$ cat config.mk
export PLATFORM = sky130hd
export DESIGN_NAME = spi_shift_unit_flat
export DESIGN_NICKNAME = d
export VERILOG_FILES = /design/src/rtl/spi_shift_unit_if.sv /design/src/rtl/spi_shift_unit.sv /design/src/flat_wrapper.sv
export SDC_FILE = /design/constraint.sdc
export NUM_CORES = 1
export LEC_CHECK = 0
export ABC_AREA = 1
export CORE_MARGIN = 4
export CORE_UTILIZATION = 55
export DETAILED_ROUTE_END_ITERATION = 8
export HOLD_SLACK_MARGIN = 0.02
export PLACE_DENSITY = 0.8
export SETUP_SLACK_MARGIN = 0.1
export SLEW_MARGIN = 25
export SYNTH_ARGS = -nofsm -noshare
export SYNTH_HDL_FRONTEND = slang
export SYNTH_SLANG_ARGS = --single-unit
$ cat constraint.sdc
create_clock -name clk -period 1.44 [get_ports clk]
set_input_delay 0.144 -clock clk [delete_from_list [all_inputs] [get_ports clk]]
set_output_delay 0.144 -clock clk [all_outputs]
set_load 0.03 [all_outputs]
$ cat src/rtl/spi_shift_unit_if.sv
// spi_shift_unit_if: bundle between the SPI control machine / register block and the shift unit.
// master drives wlen, cs_n, shift_on, shift_out_load, dr_load, write_en, sread, dread, tx_data,
// sio0_in, sio1_in, rx_ack (and lsb_first when SPI_LSB_FIRST_EN is defined).
// slave drives tx_req, sio_out, sio_oe, rx_data, rx_valid, rx_ovr.
interface spi_shift_unit_if #(parameter int DW = 32);
  logic [4:0] wlen;
  logic cs_n, shift_on, shift_out_load, dr_load, write_en, sread, dread;
  logic sio0_in, sio1_in, rx_ack;
  logic [DW-1:0] tx_data, rx_data;
  logic tx_req, sio_out, sio_oe, rx_valid, rx_ovr;
`ifdef SPI_LSB_FIRST_EN
  logic lsb_first;
`endif
  modport master(
    output wlen, cs_n, shift_on, shift_out_load, dr_load, write_en, sread, dread,
    output tx_data, sio0_in, sio1_in, rx_ack,
`ifdef SPI_LSB_FIRST_EN
    output lsb_first,
`endif
    input tx_req, sio_out, sio_oe, rx_data, rx_valid, rx_ovr
  );
  modport slave(
    input wlen, cs_n, shift_on, shift_out_load, dr_load, write_en, sread, dread,
    input tx_data, sio0_in, sio1_in, rx_ack,
`ifdef SPI_LSB_FIRST_EN
    input lsb_first,
`endif
    output tx_req, sio_out, sio_oe, rx_data, rx_valid, rx_ovr
  );
endinterface

$ cat src/rtl/spi_shift_unit.sv
// spi_shift_unit: SPI serial datapath - serialises TX words onto SIO0 and deserialises RX bits
// (single-wire, 2-wire or dual) into right-aligned words for the register block.
// Ports: clk, rst_n (async active-low), bus (spi_shift_unit_if.slave: control strobes, tx_data,
// pad inputs, rx_ack in; tx_req, sio_out, sio_oe, rx_data, rx_valid, rx_ovr out).
// Optional feature: define SPI_LSB_FIRST_EN to add bus.lsb_first (LSB-first TX and RX).
module spi_shift_unit #(
  parameter int   DW       = 32,
  parameter logic IDLE_OUT = 1'b0
) (
  input logic             clk,
  input logic             rst_n,
  spi_shift_unit_if.slave bus
);
  logic [DW-1:0] txsr_q, txsr_d, rxsr_q, rxsr_d, rx_data_q, rx_data_d;
  logic [DW-1:0] tx_mask, rx_mask, tx_rev, rx_rev, tx_word, rx_src, rx_word;
  logic [4:0] wlen_rx;
  logic sio_out_q, sio_out_d, sio_oe_q, sio_oe_d, tx_req_q, tx_req_d, cap_v_q, cap_v_d;
  logic rx_valid_q, rx_valid_d, rx_pending_q, rx_pending_d, rx_ovr_q, rx_ovr_d;
  logic lsb, pair_hi, pair_lo, tx_shift;
`ifdef SPI_LSB_FIRST_EN
  assign lsb = bus.lsb_first;
`else
  assign lsb = 1'b0;
`endif
  // Dual mode always commits an even number of bits.
  assign wlen_rx  = bus.dread ? {bus.wlen[4:1], 1'b1} : bus.wlen;
  assign tx_mask  = {DW{1'b1}} >> (5'd31 - bus.wlen);
  assign rx_mask  = {DW{1'b1}} >> (5'd31 - wlen_rx);
  assign tx_rev   = {<<{bus.tx_data & tx_mask}};
  assign tx_word  = lsb ? tx_rev : bus.tx_data << (5'd31 - bus.wlen);
  assign tx_shift = bus.shift_on & bus.write_en;
  assign {pair_hi, pair_lo} = lsb ? {bus.sio0_in, bus.sio1_in} : {bus.sio1_in, bus.sio0_in};
  // Commit sees this cycle's capture, since dr_load coincides with the last cap_v.
  assign rx_src = !cap_v_q ? rxsr_q :
                  bus.dread ? {rxsr_q[DW-3:0], pair_hi, pair_lo} :
                  {rxsr_q[DW-2:0], bus.sread ? bus.sio0_in : bus.sio1_in};
  assign rx_rev       = {<<{rx_src & rx_mask}};
  assign rx_word      = lsb ? rx_rev >> (5'd31 - wlen_rx) : rx_src & rx_mask;
  assign txsr_d       = bus.shift_out_load ? tx_word : tx_shift ? txsr_q << 1 : txsr_q;
  assign rxsr_d       = bus.shift_out_load ? '0 : rx_src;
  assign sio_out_d    = tx_shift ? txsr_q[DW-1] : IDLE_OUT;
  assign sio_oe_d     = ~bus.cs_n & ~bus.sread & ~bus.dread;
  assign tx_req_d     = bus.shift_out_load;
  // Pads are sampled a cycle after shift_on; a deasserted cs_n kills the capture.
  assign cap_v_d      = bus.shift_on & ~bus.cs_n;
  assign rx_data_d    = bus.dr_load ? rx_word : rx_data_q;
  assign rx_valid_d   = bus.dr_load;
  // A same-cycle ack lets the new word in without flagging overrun.
  assign rx_pending_d = bus.dr_load | (rx_pending_q & ~bus.rx_ack);
  assign rx_ovr_d     = ~bus.rx_ack & (rx_ovr_q | (bus.dr_load & rx_pending_q));
  always_ff @(posedge clk or negedge rst_n)
    if (!rst_n) begin
      txsr_q       <= '0;
      rxsr_q       <= '0;
      rx_data_q    <= '0;
      sio_out_q    <= IDLE_OUT;
      sio_oe_q     <= 1'b0;
      tx_req_q     <= 1'b0;
      cap_v_q      <= 1'b0;
      rx_valid_q   <= 1'b0;
      rx_pending_q <= 1'b0;
      rx_ovr_q     <= 1'b0;
    end else begin
      txsr_q       <= txsr_d;
      rxsr_q       <= rxsr_d;
      rx_data_q    <= rx_data_d;
      sio_out_q    <= sio_out_d;
      sio_oe_q     <= sio_oe_d;
      tx_req_q     <= tx_req_d;
      cap_v_q      <= cap_v_d;
      rx_valid_q   <= rx_valid_d;
      rx_pending_q <= rx_pending_d;
      rx_ovr_q     <= rx_ovr_d;
    end
  assign bus.tx_req   = tx_req_q;
  assign bus.sio_out  = sio_out_q;
  assign bus.sio_oe   = sio_oe_q;
  assign bus.rx_data  = rx_data_q;
  assign bus.rx_valid = rx_valid_q;
  assign bus.rx_ovr   = rx_ovr_q;
endmodule

$ cat src/flat_wrapper.sv
// flat-port wrapper written by rule: the top's interface ports become plain ports
module spi_shift_unit_flat 
#(
  parameter int   DW       = 32,
  parameter logic IDLE_OUT = 1'b0
)
  (clk, rst_n, bus_wlen, bus_cs_n, bus_shift_on, bus_shift_out_load, bus_dr_load, bus_write_en, bus_sread, bus_dread, bus_tx_data, bus_sio0_in, bus_sio1_in, bus_rx_ack, bus_tx_req, bus_sio_out, bus_sio_oe, bus_rx_data, bus_rx_valid, bus_rx_ovr);
  spi_shift_unit_if #(.DW(DW)) bus_i ();
  input logic clk;
  input logic rst_n;
  input wire logic [$bits(bus_i.wlen)-1:0] bus_wlen;
  input wire logic [$bits(bus_i.cs_n)-1:0] bus_cs_n;
  input wire logic [$bits(bus_i.shift_on)-1:0] bus_shift_on;
  input wire logic [$bits(bus_i.shift_out_load)-1:0] bus_shift_out_load;
  input wire logic [$bits(bus_i.dr_load)-1:0] bus_dr_load;
  input wire logic [$bits(bus_i.write_en)-1:0] bus_write_en;
  input wire logic [$bits(bus_i.sread)-1:0] bus_sread;
  input wire logic [$bits(bus_i.dread)-1:0] bus_dread;
  input wire logic [$bits(bus_i.tx_data)-1:0] bus_tx_data;
  input wire logic [$bits(bus_i.sio0_in)-1:0] bus_sio0_in;
  input wire logic [$bits(bus_i.sio1_in)-1:0] bus_sio1_in;
  input wire logic [$bits(bus_i.rx_ack)-1:0] bus_rx_ack;
  output wire logic [$bits(bus_i.tx_req)-1:0] bus_tx_req;
  output wire logic [$bits(bus_i.sio_out)-1:0] bus_sio_out;
  output wire logic [$bits(bus_i.sio_oe)-1:0] bus_sio_oe;
  output wire logic [$bits(bus_i.rx_data)-1:0] bus_rx_data;
  output wire logic [$bits(bus_i.rx_valid)-1:0] bus_rx_valid;
  output wire logic [$bits(bus_i.rx_ovr)-1:0] bus_rx_ovr;
  assign bus_i.wlen = bus_wlen;
  assign bus_i.cs_n = bus_cs_n;
  assign bus_i.shift_on = bus_shift_on;
  assign bus_i.shift_out_load = bus_shift_out_load;
  assign bus_i.dr_load = bus_dr_load;
  assign bus_i.write_en = bus_write_en;
  assign bus_i.sread = bus_sread;
  assign bus_i.dread = bus_dread;
  assign bus_i.tx_data = bus_tx_data;
  assign bus_i.sio0_in = bus_sio0_in;
  assign bus_i.sio1_in = bus_sio1_in;
  assign bus_i.rx_ack = bus_rx_ack;
  assign bus_tx_req = bus_i.tx_req;
  assign bus_sio_out = bus_i.sio_out;
  assign bus_sio_oe = bus_i.sio_oe;
  assign bus_rx_data = bus_i.rx_data;
  assign bus_rx_valid = bus_i.rx_valid;
  assign bus_rx_ovr = bus_i.rx_ovr;
  spi_shift_unit #(.DW(DW), .IDLE_OUT(IDLE_OUT)) u_core (.clk(clk), .rst_n(rst_n), .bus(bus_i));
endmodule
==> results of run 1 <==
## sequential cells by signal (all words and copies together), names as in the netlist
register / cells
u_core.bus.sio_oe: 1
u_core.bus.rx_ovr: 1
u_core.bus.sio_out: 1
u_core.rxsr_q: 32
u_core.cap_v_q: 1
u_core.txsr_q: 32
u_core.bus.rx_valid: 1
u_core.rx_pending_q: 1
u_core.bus.tx_req: 1
u_core.bus.rx_data: 32
## cell type report
class	count	area [sq um]	area share [%]
clock buffer	10	229.0	2.811
clock inverter	6	78.83	0.9677
inverter	53	206.4	2.535
multi-input combinational	678	3176	38.99
sequential	103	2577	31.64
tap	140	175.2	2.151
timing repair buffer	174	1703	20.91
## worst paths after layout
check / slack (ns) / endpoint / start / cells after the start
min reg2reg: 0.48 / u_core.bus.rx_data[31] / u_core.bus.rx_data[31] / 2
min: 0.29 / u_core.bus.rx_data[29] / rst_n / 2
max in group asynchronous: 0.59 / u_core.txsr_q[24] / rst_n / 3
max reg2reg: 0.13 / u_core.bus.rx_data[30] / u_core.cap_v_q / 3
max: 0.13 / bus_rx_data[6] / u_core.bus.rx_data[6] / 1
min in group clk: 0.36 / u_core.bus.rx_ovr / bus_rx_ack / 2
## kinds of logic (layout without fill, tap and decap cells)
kind of cell / Yosys count / in the layout
and+or+nand+nor: 534 / 534
AOI/OAI and AO/OA: 144 / 144
DFF: 103 / 103
buffers and inverters: 111 / 243
## metal layers
metal / vias to the layer above / GRT usage (%) / part of all wire (%)
met5: - / 0 / 0
met4: 0 / 13.94 / 4.6
met3: 77 / 4.334 / 6.8
met2: 328 / 51.76 / 50
met1: 3192 / 36.83 / 39
li1: 3231 / - / -
## repair_timing
item / in CTS / in global routing
gates cloned: 1 / 2
endpoints found under the setup margin: 84 / 30
pin swaps: 8 / 3
setup buffers: 1 / 0
gates resized for setup: 64 / 18
hold buffers: 1 / 0
hold endpoints to repair: 28 / 0
## through the flow
stage               instance area [sq um]  hold WS, ns
floorplan                            6210      -0.1516
global placement                     7691       0.1039
global route                         8145       0.3048
CTS                                  8075       0.2828
finish                               8145       0.2865
detailed placement                   7691       0.1083
## synth_stat cells
| cell type | number |
|---|---|
| nand2_4 | 1 |
| buf_6 | 7 |
| clkbuf_1 | 16 |
| o211ai_1 | 17 |
| inv_2 | 3 |
| o21ai_2 | 2 |
| inv_1 | 46 |
| o21a_1 | 1 |
| a22o_1 | 1 |
| clkinv_1 | 3 |
| o21ai_0 | 84 |
| a22oi_1 | 2 |
| o21ai_1 | 1 |
| o221ai_1 | 1 |
| nor2_1 | 82 |
| o22ai_1 | 4 |
| nor3_1 | 3 |
| buf_4 | 10 |
| nand2_2 | 3 |
| nor2_2 | 1 |
| dfrtp_1 | 103 |
| buf_1 | 3 |
| o31ai_1 | 11 |
| a21oi_1 | 16 |
| a31oi_1 | 4 |
| nand2_1 | 254 |
| nand3_1 | 185 |
| inv_6 | 1 |
| or2_2 | 5 |
| buf_2 | 22 |
## power groups by stage
stage / logic (mW) / registers [mW] / clock network (mW)
finish: 1.90 / 3.26 / 2.51
global route: 2.09 / 3.28 / 2.67
CTS: 1.85 / 3.25 / 2.52
detailed placement: 1.85 / 3.30 / 0
global placement: 1.82 / 3.30 / 0
floorplan: 0.929 / 3.41 / 0
==> flow_summary.toml, run 1 <==
[worst_setup_path]
start_kind = "flip-flop"
crit_arrival_ns = 1.17
cpLargestDelayFamily = "buffers and inverters"
path_class = "flip-flop to primary output"
critPathRequiredTime_ns = 1.30
worstSetupEndpointType = "primary output"
path_max_fanout = 2
slowest_stage = "dlygate4sd2_1"
crit_buf_inv = 1
slowest_delay_ns = 0.44
cp_cell_sequence = "dlygate4sd2_1"

[route]
vias = 6828
ant_nets = 0
detail_route.first_pass.iterations = 5
drc = 0
drt_iter0_markers = 919
wl_per_cell_um = 16.65
wl_um = 19380
routed_via_density = 5.866

[clock_network]
clk_path_buf_depth = 2
h-tree-depth = 3
cts-root-buf = "clkbuf_16"
clock_sinks = 103
insertion_delay_ns = 0.35
cts_tree = "yes"
clk_pin_slew_ns = 0.07
cts-buffers-inserted = 9

[logic_synthesis]
netlist_area_sq_um = 6210
synthAdderAreaFrac_pct = 0
ys_ff_latch = 103
syn_inst = 892
synthMuxAreaShare_pct = 0
ys_warn_count = 0
synth-compound-area-share_pct = 13.26
synth_nets = 941
synth-xor-area-share_pct = 0
seq_area_frac_synth_pct = 41.51
synth_area_leaders = "dfrtp_1, nand2_1, nand3_1"
avgSynthCellArea_sq_um = 6.962
synth_top_family_by_area = "simple AND/OR/NAND/NOR gates"
synth_top_cell_by_area = "dfrtp_1"
synth-simple-area-share_pct = 36.55
synth_cell_type_count = 30
synth_top_cell_area_share_pct = 41.51

[power_and_ir_drop]
leakagePower_nw = 4.001
combinationalPowerShare_pct = 24.8
switchingPower_mw = 2.414
seqPwrFrac_pct = 42.5
power.internal_mw = 5.251
p_per_area_nw_per_um2 = 941.1
clkPwrFrac_pct = 32.7
p_sw_share_pct = 31.49
ir_drop_uv = 971.2
power_mw = 7.665

[place]
port_buffers = 85
place.gp.congestion = 0.9861
hpwl_um = 13990
place_inst = 1143
dp_slack_ns = -0.4430

[floorplan]
core.rowCount = 38
die_area_sq_um = 13050
die_h_um = 114.3
die_x_um = 114.3
ios = 86
core_area_sq_um = 10940
start_util_pct = 56.78

[cells_and_area]
diodes = 0
most-common-layout-cells = "nand2_1, nand3_1, dfrtp_1"
layout_commonest_cell = "nand2_1"
area_growth_pct = 31.17
final_nets = 1068
fin_util_pct = 74.49
drive_above_1_share_pct = 13.87
nFillCells = 876
finalNonFillerCells = 1164

[sta]
hold_violations = 0
finalCritPeriodShare_pct = 91.03
tightest_slew_ns = 0.4967
worst_slack_ns = 0.1292
tns_ns = 0
rsz0062_at_grt = "no"
finClkSkew_ns = 0.009660
setup_viol = 0
slew_headroom_pct = 66.54
fmax_ghz = 0.7629
drv_slew = 0
finalCriticalPeriod_ns = 1.311

[flow_run]
max_cap_viol_count = 0

[outcome]
status = "complete, no violations"

[global_route]
grt_overflow = 0
grt_pass1_wl_um = 31190
grt_max_degree = 45
grtUsageTotal_pct = 29.91
antenna_found_initial = 0
first_global_vias = 6451

[worst_hold_path]
worstHoldPathType = "input port to asynchronous set/reset pin"
No activity file was read; power rests on OpenSTA's default activity.
==> inputs of run 2 (changes only) <==
- CAP_MARGIN: default -> 20
- CORE_MARGIN: 4 -> 2
- CORE_UTILIZATION: 55 -> 35
- PLACE_DENSITY: 0.8 -> default
==> run 2 against run 1 <==
  * Sequential share of layout area shrank 0.28 points
  * Register-to-register slack gained 0.03 ns
  * Worst hold slack lost 0.00085 ns
  * Routed wire length grew 4.9%
  * Die area grew 44%
  * Clock skew shrank 0.0037 ns
  * Final cell count grew 7.4%
==> flow_summary.toml, run 2 (synthesis gave the netlist of run 1 again) <==
[route]
vias = 6615
drt_iter0_markers = 550
wl_um = 20330
ant_nets = 0
routed_via_density = 5.292
detail_route.first_pass.iterations = 5
drc = 0
wl_per_cell_um = 16.26

[flow_run]
max_cap_viol_count = 0

[global_route]
grtUsageTotal_pct = 22.38
grt_pass1_wl_um = 32600
first_global_vias = 6281
grt_overflow = 0
grt_max_degree = 65
antenna_found_initial = 0

[sta]
hold_violations = 0
rsz0062_at_grt = "yes"
tightest_slew_ns = 0.4650
slew_headroom_pct = 69.00
finClkSkew_ns = 0.005922
finalCritPeriodShare_pct = 89.55
setup_viol = 0
worst_hold_slack_ns = 0.2856
fmax_ghz = 0.7755
finalCriticalPeriod_ns = 1.290
drv_slew = 0

[worst_setup_path]
start_kind = "flip-flop"
reg2reg_setup_slack_ns = 0.16
critPathRequiredTime_ns = 1.30
worstSetupEndpointType = "primary output"
cp_cell_sequence = "dlygate4sd2_1"
slowest_stage = "dlygate4sd2_1"
path_class = "flip-flop to primary output"
reg2reg_depth = 4
crit_arrival_ns = 1.15
timing.rr.end = "u_core.bus.rx_data[17]"
path_max_fanout = 2
crit_buf_inv = 1
cpLargestDelayFamily = "buffers and inverters"
r2r_start = "u_core.cap_v_q"
slowest_delay_ns = 0.41

[power_and_ir_drop]
switchingPower_mw = 2.381
leakagePower_nw = 3.975
power.internal_mw = 5.421
p_per_area_nw_per_um2 = 949.0
ir_drop_uv = 542.7
seqPwrFrac_pct = 41.7
p_sw_share_pct = 30.51
clkPwrFrac_pct = 34.1
combinationalPowerShare_pct = 24.1

[cells_and_area]
final_nets = 1070
area_growth_pct = 32.40
most-common-layout-cells = "nand2_1, nand3_1, dfrtp_1"
fin_util_pct = 47.53
diodes = 0
drive_above_1_share_pct = 13.56
layout_commonest_cell = "nand2_1"

[floorplan]
core_area_sq_um = 17300
ios = 86
core.rowCount = 48
die_area_sq_um = 18820
die_h_um = 137.2
die_x_um = 137.2
start_util_pct = 35.90

[place]
port_buffers = 85
place.gp.congestion = 0.9240
hpwl_um = 14910

[clock_network]
insertion_delay_ns = 0.35
h-tree-depth = 3
clk_path_buf_depth = 2
clock_sinks = 103
cts_tree = "yes"
cts-buffers-inserted = 9
cts-root-buf = "clkbuf_16"
clk_pin_slew_ns = 0.07

[worst_hold_path]
worstHoldPathType = "input port to asynchronous set/reset pin"

[outcome]
status = "complete, no violations"
-- run 2: cell types whose count changed in the layout (fill, tap and decap cells not counted), sizes merged --
cell | previous run | this run
buf | 86 | 89
bufbuf | 1 | 0
bufinv | 1 | 2
clkbuf | 14 | 13
clkdlybuf4s15 | 0 | 1
clkdlybuf4s50 | 41 | 42
clkinv | 5 | 4
clkinvlp | 0 | 1
dlygate4sd2 | 39 | 38
inv | 53 | 51
-- run 2: worst max-delay path by stage --
stage | depth (start not counted) | endpoint | from
6_report | 1 | bus_rx_data[31] | u_core.bus.rx_data[31]
5_1_grt | 4 | u_core.bus.rx_data[27] | u_core.cap_v_q
4_1_cts | 13 | u_core.txsr_q[29] | bus_wlen[2]
3_5_place_dp | 11 | u_core.txsr_q[30] | bus_wlen[0]
3_3_place_gp | 11 | u_core.txsr_q[30] | bus_wlen[0]
2_1_floorplan | 6 | u_core.bus.rx_data[11] | u_core.cap_v_q
-- run 2: per-stage QoR --
stage / setup slack (ns) / std cells / power (mW) / area (sq um) / setup TNS, ns
global placement: -0.4306 / 1226 / 5.161 / 7745 / -18.83
global route: 0.06982 / 1250 / 8.201 / 8222 / 0
detailed placement: -0.4178 / 1226 / 5.163 / 7745 / -19.15
CTS: 0.09367 / 1248 / 7.800 / 8099 / 0
finish: 0.1505 / 1250 / 7.802 / 8222 / 0
floorplan: 0.2919 / 892 / 4.339 / 6210 / 0
-- run 2: metal layers --
metal / vias up / share of wire (%) / GRT usage [%]
met4: 0 / 3.0 / 9.393
met2: 217 / 48 / 36.37
met5: - / 0 / 0
met3: 42 / 4.8 / 4.084
li1: 3242 / - / -
met1: 3114 / 44 / 29.31
-- run 2: power by group through the flow --
stage	clock (mW)	sequential, mW	combinational (mW)
after CTS	2.71	3.25	1.84
final	2.66	3.26	1.88
after global placement	0	3.30	1.86
after global routing	2.83	3.29	2.08
after detailed placement	0	3.30	1.86
after floorplan	0	3.41	0.929
-- run 2: timing repair --
item                       4_1_cts  5_1_grt
setup endpoints to repair       78       32
hold buffers                     1        0
buffers inserted                 5        0
cloned                           1        2
pin swaps                        2        3
hold endpoints to repair        27        0
gates resized for setup         49       30
-- run 2: area by class of cell --
type / count / area, sq um
Inverter: 53 / 214.0
Clock buffer: 10 / 239.0
Multi-Input combinational cell: 678 / 3164
Fill cell: 1745 / 9075
Tap cell: 225 / 281.5
Sequential cell: 103 / 2579
Clock inverter: 5 / 81.33
Timing Repair Buffer: 176 / 1663
==> inputs of run 3 (changes only) <==
- CTS_BUF_LIST: default -> sky130_fd_sc_hd__clkbuf_4
==> run 3 against run 2 <==
  * Final cell count is 0.24% lower
  * Fmax hardly changed
  * Die area stayed put
  * Routed wire length is 1.3% lower
  * Cell area is 4.8% lower
  * Count of clock-buffer cells in the layout is 1 lower
  * Core utilization is 2.3 points lower
  * Register-to-register slack hardly changed
  * Sequential cell count stayed put
==> flow_summary.toml, run 3 (synthesis gave the netlist of run 1 again) <==
[global_route]
grt_pass1_wl_um = 32290
grt_overflow = 0
antenna_found_initial = 1
grt_max_degree = 65
grtUsageTotal_pct = 22.13
first_global_vias = 6211

[clock_network]
h-tree-depth = 3
clk_path_buf_depth = 2
clk_pin_slew_ns = 0.16
insertion_delay_ns = 0.46
clock_sinks = 103
cts-buffers-inserted = 9
cts-root-buf = "clkbuf_4"
cts_tree = "yes"

[cells_and_area]
most-common-layout-cells = "nand2_1, nand3_1, dfrtp_1"
nFillCells = 1801
final_nets = 1066
seqCellArea_sq_um = 2579
area_growth_pct = 26.03
layout_commonest_cell = "nand2_1"
multiInputGateArea_sq_um = 3110
drive_above_1_share_pct = 15.57

[place]
hpwl_um = 14910
dp_slack_ns = -0.4178
place.gp.congestion = 0.9240
port_buffers = 85

[sta]
fmax_ghz = 0.7752
setup_viol = 0
hold_violations = 0
finClkSkew_ns = 0.01805
rsz0062_at_grt = "yes"
tightest_slew_ns = 0.4521
finalCritPeriodShare_pct = 89.58
slew_headroom_pct = 69.86
drv_slew = 0
worst_hold_slack_ns = 0.1496
finalCriticalPeriod_ns = 1.290
worst_slack_ns = 0.1500

[worst_setup_path]
path_max_fanout = 16
worstSetupEndpointType = "flip-flop"
slowest_stage = "dfrtp_2"
critPathRequiredTime_ns = 1.80
slowest_delay_ns = 0.51
start_kind = "flip-flop"
cp_cell_sequence = "buf_12 > o211ai_1 > o21ai_0 > a22o_1"
path_class = "flip-flop to flip-flop"
crit_arrival_ns = 1.65

[route]
routed_via_density = 5.267
vias = 6568
wl_um = 20060
drc = 0
ant_nets = 0
drt_iter0_markers = 629
detail_route.first_pass.iterations = 7
wl_per_cell_um = 16.09

[power_and_ir_drop]
ir_drop_uv = 368.3
p_per_area_nw_per_um2 = 863.2
leakagePower_nw = 3.774

[flow_run]
max_cap_viol_count = 0

[floorplan]
die_x_um = 137.2
ios = 86
die_area_sq_um = 18820
start_util_pct = 35.90
die_h_um = 137.2
core_area_sq_um = 17300
core.rowCount = 48

[worst_hold_path]
worstHoldPathType = "input port to asynchronous set/reset pin"

[outcome]
status = "complete, no violations"
-- run 3: cell types whose count changed in the layout (fill, tap and decap cells not counted), sizes merged --
cell,delta
buf,+31
diode,+1
clkdlybuf4s50,+3
clkbuf,-1
dlygate4sd2,-38
clkinv,+1
-- run 3: timing repair --
action | CTS | global route
pin swaps | 0 | 3
gates resized for setup | 161 | 37
gates cloned | 0 | 2
endpoints found under the setup margin | 37 | 48
hold buffers | 1 | 0
buffers inserted | 0 | 2
hold endpoints to repair | 103 | 0
-- run 3: worst max-delay path: cells and delay by family (launching register included) --
| kind | cells | cell delay [ns] |
|---|---|---|
| DFF | 1 | 0.51 |
| AOI/OAI and AO/OA | 3 | 0.51 |
| buffers and inverters | 1 | 0.18 |
-- run 3: power breakdown --
group | switching, mW | internal, mW | leakage, nW
sequential | 0.134 | 3.12 | 1.34
combinational | 1.13 | 0.704 | 2.35
clock | 0.974 | 0.694 | 0.0798
-- run 3: layer usage --
metal / wire length [um] / part of all wire, % / track usage, %
met5: 0 / 0 / 0
met4: 686 / 3.4 / 10.31
met3: 994 / 5.0 / 3.753
met2: 9568 / 48 / 35.60
met1: 8814 / 44 / 29.05
-- run 3: area by class of cell --
cell class,instances,share of cell area [%]
antenna,1,0.03197
clock buffer,9,0.8633
clock inverter,6,1.087
inverter,53,2.638
multi-input combinational,678,39.74
sequential,103,32.95
tap,225,3.597
timing repair buffer,172,19.09
-- run 3: worst paths after layout --
kind                                        start                endpoint  slack, ns  cells after the start
hold / removal                              rst_n  u_core.bus.rx_data[19]       0.15                      2
max in group asynchronous                   rst_n       u_core.txsr_q[18]       0.76                      3
setup reg to reg                   u_core.cap_v_q   u_core.bus.rx_data[3]       0.15                      4
hold reg to reg            u_core.bus.rx_data[24]  u_core.bus.rx_data[24]       0.50                      2
setup / recovery                   u_core.cap_v_q   u_core.bus.rx_data[3]       0.15                      4
min in group clk                         bus_cs_n          u_core.cap_v_q       0.22                      2
-- run 3: through the flow --
step                      power [mW]  instances  cell area [sq um]  util (%)  TNS [ns]
after floorplan                4.339        892               6210         -         0
after global placement         5.161       1226               7745     44.78    -18.83
after detailed placement       5.163       1226               7745     44.78    -19.15
after CTS                      6.786       1242               7797     45.08         0
after global routing           7.140       1247               7826     45.25         0
final                          6.756       1247               7826     45.25         0
